===== src/rtl/crop_filter_pkg.sv =====
// crop_pkg: shared types and helpers for the crop filter.
package crop_pkg;
  localparam int PIX_W = 8;
  typedef enum logic [1:0] {IDLE, CROP, FLUSH} state_t;
  function automatic int clamp_start(int start, int in_dim, int out_dim);
    return (start + out_dim > in_dim) ? in_dim - out_dim : start;
  endfunction
endpackage


===== src/rtl/crop_filter_if.sv =====
// crop_filter_if: AXI-Stream pixel channel.
interface crop_filter_if;
  import crop_pkg::*;
  logic tvalid;
  logic tready;
  logic tlast;
  logic [PIX_W-1:0] tdata;
  modport master(output tvalid, tdata, input tready);
  modport slave(input tvalid, tdata, tlast, output tready);
endinterface


===== src/rtl/crop_filter_out_reg.sv =====
// crop_out_reg: single-stage AXIS output register with full throughput.
module crop_out_reg
  import crop_pkg::*;
(
  input  logic             clk,
  input  logic             rst_n,
  input  logic             load,
  input  logic [PIX_W-1:0] din,
  output logic             can_load,
  crop_filter_if.master    m
);
  assign can_load = !m.tvalid || m.tready;
  // load is only asserted when can_load, so tdata never changes while stalled
  always_ff @(posedge clk or negedge rst_n)
    if (!rst_n) begin
      m.tvalid <= 1'b0;
      m.tdata  <= '0;
    end else begin
      if (load) m.tdata <= din;
      m.tvalid <= load || (m.tvalid && !m.tready);
    end
endmodule


===== src/rtl/crop_filter.sv =====
// crop_filter: forwards a runtime-offset window of a raster frame and reports its maximum.
module crop_filter
  import crop_pkg::*;
#(
  parameter int IN_ROWS  = 64,
  parameter int IN_COLS  = 64,
  parameter int OUT_ROWS = 10,
  parameter int OUT_COLS = 10
) (
  input  logic                       clk,
  input  logic                       s_axis_resetn,
  input  logic                       ap_start,
  output logic                       ap_ready,
  output logic                       ap_done,
  output logic                       ap_idle,
  input  logic [$clog2(IN_ROWS)-1:0] crop_row_start,
  input  logic [$clog2(IN_COLS)-1:0] crop_col_start,
  crop_filter_if.slave               s_axis,
  crop_filter_if.master              m_axis,
  output logic [PIX_W-1:0]           norm_denominator,
  output logic                       frame_err
);
  localparam int RW = $clog2(IN_ROWS);
  localparam int CW = $clog2(IN_COLS);
  localparam logic [RW:0] R_SPAN = (RW+1)'(OUT_ROWS);
  localparam logic [CW:0] C_SPAN = (CW+1)'(OUT_COLS);
  localparam logic [RW-1:0] R_LAST = RW'(IN_ROWS - 1);
  localparam logic [CW-1:0] C_LAST = CW'(IN_COLS - 1);
  state_t state, next;
  logic [RW-1:0] row, r0;
  logic [CW-1:0] col, c0;
  logic [PIX_W-1:0] max_r;
  logic in_win, s_hs, last_pix, can_load, start;
  // one extra bit keeps start+span from wrapping when the window touches the edge
  assign in_win = row >= r0 && {1'b0, row} < {1'b0, r0} + R_SPAN &&
                  col >= c0 && {1'b0, col} < {1'b0, c0} + C_SPAN;
  assign s_axis.tready = state == CROP && (!in_win || can_load);
  assign s_hs = s_axis.tvalid && s_axis.tready;
  assign last_pix = row == R_LAST && col == C_LAST;
  assign start = state == IDLE && ap_start;
  assign ap_ready = state == IDLE;
  assign ap_idle = state == IDLE;
  assign ap_done = state == FLUSH && !m_axis.tvalid;
  always_ff @(posedge clk or negedge s_axis_resetn)
    if (!s_axis_resetn) state <= IDLE;
    else state <= next;
  always_comb begin
    next = state;
    if (start) next = CROP;
    if (state == CROP && s_hs && last_pix) next = FLUSH;
    if (ap_done) next = IDLE;
  end
  always_ff @(posedge clk or negedge s_axis_resetn)
    if (!s_axis_resetn) begin
      row <= '0;
      col <= '0;
      r0 <= '0;
      c0 <= '0;
      max_r <= '0;
      norm_denominator <= PIX_W'(1);
      frame_err <= 1'b0;
    end else begin
      if (start) begin
        r0 <= RW'(clamp_start(int'(crop_row_start), IN_ROWS, OUT_ROWS));
        c0 <= CW'(clamp_start(int'(crop_col_start), IN_COLS, OUT_COLS));
        row <= '0;
        col <= '0;
        max_r <= '0;
        frame_err <= 1'b0;
      end
      if (s_hs) begin
        col <= col == C_LAST ? '0 : col + CW'(1);
        if (col == C_LAST) row <= last_pix ? '0 : row + RW'(1);
        if (in_win && s_axis.tdata > max_r) max_r <= s_axis.tdata;
        if (last_pix ? !s_axis.tlast : s_axis.tlast) frame_err <= 1'b1;
      end
      if (ap_done) norm_denominator <= max_r == '0 ? PIX_W'(1) : max_r;
    end
  crop_out_reg u_out (
    .clk     (clk),
    .rst_n   (s_axis_resetn),
    .load    (s_hs && in_win),
    .din     (s_axis.tdata),
    .can_load(can_load),
    .m       (m_axis)
  );
endmodule


===== src/flat_wrapper.sv =====
// flat-port wrapper written by rule: the top's interface ports become plain ports
module crop_filter_flat import crop_pkg::*;
#(
  parameter int IN_ROWS  = 64,
  parameter int IN_COLS  = 64,
  parameter int OUT_ROWS = 10,
  parameter int OUT_COLS = 10
)
  (clk, s_axis_resetn, ap_start, ap_ready, ap_done, ap_idle, crop_row_start, crop_col_start, norm_denominator, frame_err, s_axis_tvalid, s_axis_tdata, s_axis_tlast, s_axis_tready, m_axis_tvalid, m_axis_tdata, m_axis_tready);
  crop_filter_if s_axis_i ();
  crop_filter_if m_axis_i ();
  input  logic clk;
  input  logic s_axis_resetn;
  input  logic ap_start;
  output logic ap_ready;
  output logic ap_done;
  output logic ap_idle;
  input  logic [$clog2(IN_ROWS)-1:0] crop_row_start;
  input  logic [$clog2(IN_COLS)-1:0] crop_col_start;
  output logic [PIX_W-1:0] norm_denominator;
  output logic frame_err;
  input wire logic [$bits(s_axis_i.tvalid)-1:0] s_axis_tvalid;
  input wire logic [$bits(s_axis_i.tdata)-1:0] s_axis_tdata;
  input wire logic [$bits(s_axis_i.tlast)-1:0] s_axis_tlast;
  output wire logic [$bits(s_axis_i.tready)-1:0] s_axis_tready;
  output wire logic [$bits(m_axis_i.tvalid)-1:0] m_axis_tvalid;
  output wire logic [$bits(m_axis_i.tdata)-1:0] m_axis_tdata;
  input wire logic [$bits(m_axis_i.tready)-1:0] m_axis_tready;
  assign s_axis_i.tvalid = s_axis_tvalid;
  assign s_axis_i.tdata = s_axis_tdata;
  assign s_axis_i.tlast = s_axis_tlast;
  assign s_axis_tready = s_axis_i.tready;
  assign m_axis_tvalid = m_axis_i.tvalid;
  assign m_axis_tdata = m_axis_i.tdata;
  assign m_axis_i.tready = m_axis_tready;
  crop_filter #(.IN_ROWS(IN_ROWS), .IN_COLS(IN_COLS), .OUT_ROWS(OUT_ROWS), .OUT_COLS(OUT_COLS)) u_core (.clk(clk), .s_axis_resetn(s_axis_resetn), .ap_start(ap_start), .ap_ready(ap_ready), .ap_done(ap_done), .ap_idle(ap_idle), .crop_row_start(crop_row_start), .crop_col_start(crop_col_start), .s_axis(s_axis_i), .m_axis(m_axis_i), .norm_denominator(norm_denominator), .frame_err(frame_err));
endmodule

===== config.mk =====
export PLATFORM = sky130hd
export DESIGN_NAME = crop_filter_flat
export DESIGN_NICKNAME = d
export VERILOG_FILES = /design/src/rtl/crop_filter_pkg.sv /design/src/rtl/crop_filter_if.sv /design/src/rtl/crop_filter_out_reg.sv /design/src/rtl/crop_filter.sv /design/src/flat_wrapper.sv
export SDC_FILE = /design/constraint.sdc
export NUM_CORES = 1
export LEC_CHECK = 0
export ABC_AREA = 0
export CAP_MARGIN = 40
export CORE_AREA = 2 2 77 79
export DETAILED_ROUTE_END_ITERATION = 6
export DIE_AREA = 0 0 79 81
export PLACE_DENSITY = 0.94
export SLEW_MARGIN = 30
export SYNTH_ARGS = -nofsm -noshare
export SYNTH_HDL_FRONTEND = slang
export SYNTH_SLANG_ARGS = --single-unit

===== constraint.sdc =====
create_clock -name clk -period 5.87 [get_ports clk]
set_input_delay 1.4675 -clock clk [delete_from_list [all_inputs] [get_ports clk]]
set_output_delay 1.4675 -clock clk [all_outputs]
set_load 0.02 [all_outputs]

## After elaboration in Yosys (flattened, before gate mapping)

Cells that the tools add are included.

| word-level totals | value |
|---|---|
| register bits after elaboration | 52 |
| input port bits | 26 |
| output and inout port bits | 22 |
| logic and storage cells | 71 |

| operators by class | value |
|---|---|
| $add $sub $neg | 6 |
| $lt $le $gt $ge | 7 |
| eq/ne operators | 4 |
| muxes and demuxes | 20 |
| reductions and logical operators | 24 |

Operators by type and width:

| cell | count |
|---|---|
| 32-bit by 8-bit > comparator with 1-bit output, second input constant | 2 |
| 6-bit two-way mux | 9 |
| 8-bit two-way mux | 4 |
| 6-bit by 4-bit adder with 7-bit output, second input constant | 4 |
| 6-bit by 7-bit < comparator with 1-bit output | 2 |
| 1-bit logical AND | 13 |
| 6-bit by 1-bit adder with 6-bit output, second input constant | 2 |
| 6-bit equality test, second input constant | 2 |
| 6-bit greater-or-equal comparator | 2 |
| 8-bit > comparator | 1 |
| 8-bit zero test | 1 |
| 2-bit two-way mux | 3 |
| 1-bit zero test | 4 |
| 1-bit two-way mux | 4 |
| 1-bit logical OR | 3 |
| 3-bit nonzero test | 1 |
| 2-bit by 1-bit equality test with 1-bit output, second input constant | 1 |
| 2-bit equality test, second input constant | 1 |
| 2-bit zero test | 1 |
| 2-bit nonzero test | 1 |

## Depth between registers and ports, before layout

| logic depth | value |
|---|---|
| word-level depth | 13 |
| depth in mapped cells | 11 |
| gate-level depth less buffers | 10 |

## By module

From an unflattened synthesis, not the netlist that was laid out.

| second synthesis, totals | value |
|---|---|
| cells, all modules | 320 |
| area, all modules | 3,185.6 um2 |

Modules (own cells, without submodules):

| module | times used | cells an instance | area each (um2) | sequential area each (um2) |
|---|---|---|---|---|
| crop_filter | 1 | 300 | 2,816.5 | 1,077.3 |
| crop_out_reg | 1 | 20 | 369.1 | 225.2 |

## Least setup slack after synthesis

OpenSTA, ideal clock, no wires.

| timing | value |
|---|---|
| kind | input to output |
| from | input m_axis_tready |
| to | output s_axis_tready |
| arrival time | 1.982 ns |
| required time | 4.403 ns |
| slack | 2.420 ns |
| stages on the path | 2 |
| buffers on the path | 0 |
| path through | nand2b_1 -> o211a_1 |

| between the ends | value |
|---|---|
| cells in the longest elaborated chain, start to end | 3 |

Ends and longest elaborated chain:

| item | RTL line | RTL |
|---|---|---|
| from (decl) | flat_wrapper.sv:28 | `input wire logic [$bits(m_axis_i.tready)-1:0] m_axis_tready;` |
| 1-bit logical OR | crop_filter_out_reg.sv:12 | `assign can_load = !m.tvalid \|\| m.tready;` |
| 1-bit logical OR | crop_filter.sv:37 | `assign s_axis.tready = state == CROP && (!in_win \|\| can_load);` |
| 1-bit logical AND | crop_filter.sv:37 |  |
| to (decl) | flat_wrapper.sv:25 | `output wire logic [$bits(s_axis_i.tready)-1:0] s_axis_tready;` |

Every way passes these cells.

## Worst setup path after layout

Ends and elaborated chain as after synthesis.

==> results.sh <==
export IMPL_antenna_cells=0
export IMPL_synth_xor_area_share_pct=2.45
export IMPL_cts_tree="yes"
export IMPL_cts_resized=0
export IMPL_gp_congestion=0.849
export IMPL_coreArea_sq_um=5680
export IMPL_worst_hold_slack_ns=0.512
export IMPL_crit_required_ns=4.40
export IMPL_startpoint_type="primary input"
export IMPL_area_growth_pct=21.4
export IMPL_numCtsBuffers=5
export IMPL_grt_pass1_vias=2694
export IMPL_track_usage_pct=23.8
export IMPL_die_width_um=79
export IMPL_yosysWarnings=0
export IMPL_nets=432
export IMPL_period_share_pct=74.7
export IMPL_yosysUniqueCellTypes=50
export IMPL_netlist_top_cells_count="51 x dfrtp_1, 36 x ha_1, 29 x inv_1"
export IMPL_postLayoutCellArea_sq_um=3910
export IMPL_die_area_sq_um=6400
export IMPL_ioPinCount=48
export IMPL_holdCritPathClass="register to register"
export IMPL_use_met2_pct=42.3
export IMPL_htreeDepth=2
export IMPL_hpwlAfterDp_um=5260
export IMPL_ys_ff_latch=52
export IMPL_r2r_slack_ns=3.13
export IMPL_synth_edff_count=0
export IMPL_synth_area_mux_share_pct=9.45
export IMPL_setup_viol=0
export IMPL_grt_use_met3_pct=6.22
export IMPL_synth_simple_area_share_pct=14.0
export IMPL_grt_pass1_wl_um=12100
export IMPL_relSlewSlack_pct=55.8
export IMPL_syn_num_nets=382
export IMPL_fin_tns_setup_ns=0
export IMPL_drc=0
export IMPL_synth_cells=320
export IMPL_cts_setup_buffers=0
export IMPL_grt_antenna_before_repair=0
export IMPL_status="finished clean"
export IMPL_drtIter0Drc=194
export IMPL_vias=2597
export IMPL_worst_pin_slew_ns=0.661
export IMPL_max_clock_path_buffers=2
export IMPL_path_class="primary input to primary output"
export IMPL_totalPowerFinal_mw=1.30
export IMPL_io_buffers=47
export IMPL_avgRoutedWirePerCell_um=15.7
export IMPL_clk_latency_ns=0.31
export IMPL_drt_wl_total_um=7010
export IMPL_yosysSeqAreaShare_pct=40.5
export IMPL_maxCapViolations=0
export IMPL_p_leak_nw=1.85
export IMPL_utilization_pct=68.8
export IMPL_synthAdderAreaFrac_pct=14.0
export IMPL_vias_per_cell=5.82
export IMPL_rsz0062_at_grt="no"
export IMPL_final_antenna_net_count=0
export IMPL_rows=28
export IMPL_synth_top_area_cell="dfrtp_1"
export IMPL_clk_pin_slew_worst_paths_ns=0.09
export IMPL_synth_top_cell_area_share_pct=39.7
export IMPL_avgSynthCellArea_sq_um=10.1
export IMPL_power_density_nw_per_um2=333
export IMPL_fmax_mhz=228
export IMPL_synth_top_family_by_area="compound AO/OA/AOI/OAI gates"
export IMPL_synth_compound_area_share_pct=15.2
export IMPL_synth_area_leaders="dfrtp_1 40%, ha_1 14%, mux2_2 7.7%, o21ai_0 3.9%, inv_1 3.4%"
export IMPL_grt_overflow=0
export IMPL_ctsHoldBuffers=0
export IMPL_path_max_fanout=5
export IMPL_place_area_sq_um=3770
export IMPL_layout_drive_gt1_share_pct=13.2
export IMPL_clock_sinks=52
export IMPL_cp_arrival_ns=2.92
export IMPL_initial_core_util_pct=56.7
export IMPL_die_h_um=81
export IMPL_cts_root_buf="clkbuf_8"
export IMPL_period_minus_slack_ns=4.39
export IMPL_yosysMostFrequentCell="dfrtp_1"
export IMPL_top_usage_layer="met2"
export IMPL_worst_setup_path_end_kind="primary output"
export IMPL_syn_cell_area_sq_um=3220
export IMPL_ys_flop_type="dfrtp_1"
export IMPL_grt_max_degree=53
export IMPL_skew_ns=0.00533
export IMPL_drt_pre_antenna_iters=4
export IMPL_grt_util_met1_pct=27.7
export IMPL_drv_slew=0
export IMPL_peakVddDrop_mv=0.251
export IMPL_final_hold_violation_count=0
export IMPL_synthArstFlopShare_pct=100
==> power by group <==
| group | switching, mW | internal (mW) |
|---|---|---|
| clock network | 0.120 | 0.170 |
| logic | 0.251 | 0.252 |
| registers | 0.0708 | 0.435 |
| total | 0.442 | 0.858 |
==> cell families (layout without fill, tap and decap cells) <==
| logic type | Yosys count | in the layout |
|---|---|---|
| DFF | 52 | 52 |
| adders and majority gates | 36 | 36 |
| and+or+nand+nor | 89 | 89 |
| buffers and inverters | 36 | 87 |
| xor gates and xnor gates | 9 | 9 |
| muxes | 27 | 27 |
| AOI/OAI and AO/OA | 71 | 71 |
==> metal layers <==
metal,vias to the layer above,wire length [um]
li1,1234,-
met1,1259,2830
met2,85,3580
met3,19,404
met4,0,187
met5,-,0
==> metrics by stage <==
step,cells,setup slack [ns]
after floorplan,320,2.42
after global placement,438,1.51
after detailed placement,438,1.49
after CTS,446,1.48
after global routing,446,1.37
final,446,1.48
==> path summary, 6_finish.rpt <==
check | end | depth (start not counted) | from
worst max-delay path | s_axis_tready | 4 | m_axis_tready
worst min-delay path | u_core.frame_err | 2 | u_core.frame_err
worst max register to register | u_core.col[2] | 10 | u_core.r0[1]
worst min register to register | u_core.frame_err | 2 | u_core.frame_err
max in group asynchronous | u_core.max_r[7] | 2 | s_axis_resetn
min in group asynchronous | u_core.norm_denominator[3] | 2 | s_axis_resetn
==> registers in the layout, indices dropped and copies added (netlist names) <==
register / count
u_core.max_r: 8
u_core.norm_denominator: 8
u_core.u_out.m.tdata: 8
u_core.c0: 6
u_core.col: 6
u_core.r0: 6
u_core.row: 6
u_core.state: 2
u_core.frame_err: 1
u_core.u_out.m.tvalid: 1
==> layout make-up <==
type	instances	area [sq um]
Tap cell	75	93.8
Fill cell	399	1770
Clock inverter	2	60.1
Sequential cell	52	1300
Timing Repair Buffer	50	488
Inverter	29	109
Multi-Input combinational cell	232	1780
Clock buffer	6	72.6
==> worst max-delay path, stage by stage <==
cell and delay, ns:
clkdlybuf4s50_1 0.45, nand2b_1 0.22, o211a_1 0.18, clkdlybuf4s50_1 0.60
==> placed cells by master (no fill, tap or decap), types with 8 or more instances in the layout <==
cell type,netlist,final
a21oi_1,12,12
and3_1,8,8
clkdlybuf4s50_1,0,46
dfrtp_1,51,51
ha_1,36,36
inv_1,29,29
mux2_2,22,22
nand2_1,23,23
nand3_1,12,12
nor2_1,25,25
o21ai_0,25,25
No activity file was read; power rests on OpenSTA's default activity.
